[src/rtl/fm_demodulator.sv]
`default_nettype none
// ============================================================================
// fm_demodulator : wrapped-phase in, saturated signed frequency deviation out
// Revision 1.0
// ============================================================================
module fm_demodulator #(
  parameter int CARRIER_PINC_WIDTH = 32,
  parameter int AXIS_TDATA_WIDTH   = 32,
  parameter int OUTPUT_WIDTH       = 16
) (
  input  logic                          aclk,
  input  logic                          aresetn,
  input  logic                          fm_enable,
  input  logic [4:0]                    shift_carrier,
  input  logic [CARRIER_PINC_WIDTH-1:0] phase_carrier,
  input  logic [AXIS_TDATA_WIDTH-1:0]   S_AXIS_tdata,
  input  logic                          S_AXIS_tvalid,
  output logic                          S_AXIS_tready,
  output logic [OUTPUT_WIDTH-1:0]       M_AXIS_tdata,
  output logic                          M_AXIS_tvalid,
  input  logic                          M_AXIS_tready
);

  localparam int c_PW = CARRIER_PINC_WIDTH;
  localparam logic signed [c_PW-1:0] c_OUT_MAX =
    {{(c_PW-OUTPUT_WIDTH+1){1'b0}}, {(OUTPUT_WIDTH-1){1'b1}}};
  localparam logic signed [c_PW-1:0] c_OUT_MIN =
    {{(c_PW-OUTPUT_WIDTH+1){1'b1}}, {(OUTPUT_WIDTH-1){1'b0}}};

  logic                     r_primed;
  logic [c_PW-1:0]          r_prev;
  logic signed [c_PW-1:0]   r_dev;
  logic                     r_v1;
  logic                     r_m_valid;
  logic [OUTPUT_WIDTH-1:0]  r_m_data;

  logic                     w_ce;
  logic                     w_accept;
  logic [c_PW-1:0]          w_diff;
  logic [c_PW-1:0]          w_dev;
  logic signed [c_PW-1:0]   w_scaled;
  logic [OUTPUT_WIDTH-1:0]  w_sat;

  // Single enable for the whole pipeline: both stages move together or hold.
  assign w_ce     = !r_m_valid || M_AXIS_tready;
  assign w_accept = S_AXIS_tvalid && w_ce;

  assign w_diff   = S_AXIS_tdata - r_prev;
  assign w_dev    = w_diff - phase_carrier;
  assign w_scaled = r_dev >>> shift_carrier;

  always_comb begin
    w_sat = w_scaled[OUTPUT_WIDTH-1:0];
    if (w_scaled > c_OUT_MAX) begin
      w_sat = c_OUT_MAX[OUTPUT_WIDTH-1:0];
    end else if (w_scaled < c_OUT_MIN) begin
      w_sat = c_OUT_MIN[OUTPUT_WIDTH-1:0];
    end
  end

  always_ff @(posedge aclk or negedge aresetn) begin
    if (!aresetn) begin
      r_primed  <= 1'b0;
      r_prev    <= '0;
      r_dev     <= '0;
      r_v1      <= 1'b0;
      r_m_valid <= 1'b0;
      r_m_data  <= '0;
    end else if (w_ce) begin
      // History tracks every accepted sample, even with demodulation disabled.
      r_v1 <= w_accept && r_primed;
      if (w_accept) begin
        r_prev   <= S_AXIS_tdata;
        r_primed <= 1'b1;
        r_dev    <= w_dev;
      end
      r_m_valid <= r_v1;
      if (r_v1) begin
        r_m_data <= fm_enable ? w_sat : '0;
      end
    end
  end

  assign S_AXIS_tready = w_ce;
  assign M_AXIS_tvalid = r_m_valid;
  assign M_AXIS_tdata  = r_m_data;

endmodule
`default_nettype wire

[config.mk]
export PLATFORM = sky130hd
export DESIGN_NAME = fm_demodulator
export DESIGN_NICKNAME = d
export VERILOG_FILES = /design/src/rtl/fm_demodulator.sv
export SDC_FILE = /design/constraint.sdc
export NUM_CORES = 1
export LEC_CHECK = 0
export CORE_ASPECT_RATIO = 1.1
export CORE_MARGIN = 2
export CORE_UTILIZATION = 35
export CTS_CLUSTER_SIZE = 14
export DETAILED_ROUTE_END_ITERATION = 10
export PLACE_DENSITY_LB_ADDON = 0.05
export SYNTH_ARGS = -nofsm -noshare
export SYNTH_HDL_FRONTEND = slang
export SYNTH_SLANG_ARGS = --single-unit
[constraint.sdc]
create_clock -name aclk -period 3.4 [get_ports aclk]
set_input_delay 0.51 -clock aclk [delete_from_list [all_inputs] [get_ports aclk]]
set_output_delay 0.51 -clock aclk [all_outputs]
set_load 0.02 [all_outputs]
==> flow_summary_export.csv <==
group,metric,value,unit
worst_setup_path,crit_fanout,5,
sta,max_clock_freq,0.304,GHz
route,drcViolationCount,0,
cts,clock_sinks,83,
place,place_congestion,0.858,
synth,ys_seq_area_share,26.8,%
worst_setup_path,worstPathArrival,3520,ps
worst_setup_path,reg2reg_depth,12,
layout,nets,1149,
hold_path,hold_path_class,"in2async",
pwr,pwr-share-clk,15.0,%
synth,synth_warnings,0,
synth,netlist_area,7740,sq um
route,wl_met1,9.76,mm
floorplan,die_width,146,um
route,routedWlPerCell,15.1,um
layout,layoutNonFillerInstCount,1311,
layout,insertedDiodeCount,0,
global_route,grt_max_degree,62,
pwr,cellLeakagePower,4.35,nW
pwr,swShare,42.1,%
cts,clock_latency,350,ps
run,maxCapViolations,0,
synth,synth_nets,1020,
synth,synth_seq_cells,83,
route,wl_met2,9.27,mm
route,drtIter0Drc,324,
floorplan,initial_core_util,35.3,%
global_route,grt_pass1_wl,33.9,mm
cts,cts_tree,"done",
pwr,comb_power_share,59.3,%
pwr,ir_drop,0.000279,V
sta,slew_viol_final,0,
floorplan,ios,92,
synth,synthTopCellsByArea,"dfrtp_1 27%, fa_1 8.0%, nand2_1 6.5%, o21ai_0 6.3%, mux4_2 5.5%",
global_route,antenna_found_initial,0,
route,vias,6690,
synth,synth_cell_type_count,68,
pwr,p_sw,2.65,mW
floorplan,row_count,57,
worst_setup_path,worstSetupEndpointType,"flip-flop",
synth,avgSynthCellArea,8.77,sq um
worst_setup_path,path_class,"in2reg",
route,topRoutingLayerUsed,"met4",
synth,synth_top_area_share,26.8,%
route,routed_wl,19.8,mm
place,place_inst,1294,
place,post-dp-hpwl,15.6,mm
synth,synth_top_flop_cell,"dfrtp_1",
pwr,internal_power,3.65,mW
pwr,power_density,645,nW/um^2
cts,clk_pin_slew,70,ps
layout,drive_above_1_share,16.2,%
synth,synth.largest_area_cell,"dfrtp_1",
layout,fin_util,44.6,%
synth,synthTopCellsByCount,"135 x nand2_1, 97 x o21ai_0, 83 x dfrtp_1",
floorplan,core_area,21900,sq um
synth,postSynthCellCount,882,
sta,setup_viol,0,
sta,worst_pin_slew,620,ps
sta,clock_skew,7.58,ps
worst_setup_path,required,3630,ps
synth,async_reset_ff_share,100,%
sta,post-route-period-util,96.6,%
route,vias_per_cell,5.10,
synth,synth_edf_count,0,
route,drt_first_pass_iters,4,
layout,syn_to_final_growth,26.1,%
sta,hold_viol,0,
sta,period_needed,3280,ps
cts,root_buffer,"clkbuf_16",
global_route,grt_pass1_vias,6810,
floorplan,die_h,160,um
cts,clock_path_buffers,2,
worst_setup_path,rrSetupSlack,330,ps
outcome,status,"completed",
floorplan,dieArea,23300,sq um
global_route,gr-usage-all-layers,17.5,%
cts,numCtsBuffers,9,
cts,hold_buffers,0,
worst_setup_path,start_kind,"input pin",
route,met3_wirelength,460,um
route,ant_nets,0,
global_route,grt_overflow_total,0,
cts,htreeDepth,3,
pwr,p_seq_share,25.7,%
place,port_buffers,91,
sta,slew_headroom,58.7,%
synth,post-synth-top-count-cell,"nand2_1",
## metal layers
metal	track usage, %	vias up
met3	1.86	19
met4	5.39	0
met1	24.5	3183
met5	0	-
met2	28.6	94
li1	-	3394
## power groups by stage
stage | registers, mW | clock network, mW | logic, mW
after floorplan | 1.59 | 0 | 2.38
after global placement | 1.63 | 0 | 3.67
after detailed placement | 1.64 | 0 | 3.66
after CTS | 1.62 | 0.978 | 3.69
after global routing | 1.68 | 1.01 | 4.17
final | 1.62 | 0.945 | 3.73
## kinds of logic after synthesis
kind of cell | after synthesis | share of synthesized area [%]
AO/OA/AOI/OAI | 249 | 20.2
XOR/XNOR | 23 | 2.60
adder cells (fa/ha/maj) | 64 | 13.4
buffers and inverters | 135 | 7.31
flip-flops | 83 | 26.8
multiplexers | 81 | 15.3
AND/OR/NAND/NOR | 247 | 14.3
## critical path, stage by stage
cell and delay, ps:
clkdlybuf4s50_1 450, inv_1 50, fa_1 590, ha_4 230, nor2b_2 170, o2111ai_2 210, a211oi_2 120, nor2_1 170
o21ai_1 90, buf_4 160, a21bo_2 220, a31o_2 240, a221o_1 280
## sequential cells by signal, summed over array words and instances, names as in the netlist
register / cells
M_AXIS_tdata: 16
M_AXIS_tvalid: 1
r_dev: 32
r_prev: 32
r_primed: 1
r_v1: 1
## placed cells by master, fill, tap and decap left out, types with 6 or more instances in the layout
cell type,Yosys,final
inv_1,79,79
clkdlybuf4s50_1,0,87
a32o_1,8,8
xor2_1,6,6
o21ai_0,97,94
buf_4,2,79
nand2b_1,6,6
a211oi_1,11,9
mux2i_1,35,35
nand2_1,135,134
fa_1,31,31
nor2_1,38,38
ha_1,33,31
xnor2_1,17,17
mux4_2,19,19
clkbuf_16,0,9
a21oi_1,48,44
o21bai_1,7,7
mux4_1,7,7
dfrtp_1,83,83
a31oi_1,8,8
nand3_1,20,20
mux2_2,20,20
o21a_1,6,6
a21o_1,19,19
o211ai_1,6,6
## through the flow
stage	power, mW	area (sq um)	hold WS (ps)	setup TNS [ps]	worst slack, ps
2_1_floorplan	3.97	7740	214	0	279
3_3_place_gp	5.30	9380	451	-4660	-694
3_5_place_dp	5.30	9380	455	-4730	-682
4_1_cts	6.29	9670	104	0	2.26
5_1_grt	6.86	9760	116	-6.36	-6.36
6_report	6.30	9760	83.7	0	116
## repair_timing
| action | in CTS | in global routing |
|---|---|---|
| pin swaps | 2 | 9 |
| endpoints found under the setup margin | 4 | 12 |
| resized for setup | 5 | 15 |
| setup buffers | 0 | 1 |
## worst paths after layout
| kind | from | to |
|---|---|---|
| setup / recovery | phase_carrier[2] | r_dev[24]$_DFFE_PN0P_ |
| hold / removal | aresetn | r_prev[0]$_DFFE_PN0P_ |
| setup reg to reg | r_prev[0]$_DFFE_PN0P_ | r_dev[29]$_DFFE_PN0P_ |
| hold reg to reg | r_primed$_DFFE_PN0P_ | r_primed$_DFFE_PN0P_ |
| max in group asynchronous | aresetn | r_dev[21]$_DFFE_PN0P_ |
| min in group aclk | r_primed$_DFFE_PN0P_ | r_primed$_DFFE_PN0P_ |
## cell type report
cell class	instances	area [sq um]
Inverter	81	304
Sequential cell	83	2080
Clock inverter	5	28.8
Tap cell	295	369
Timing Repair Buffer	172	1540
Multi-Input combinational cell	664	5200
Clock buffer	11	243
Fill cell	2245	12100
No activity file was read; power rests on OpenSTA's default activity.
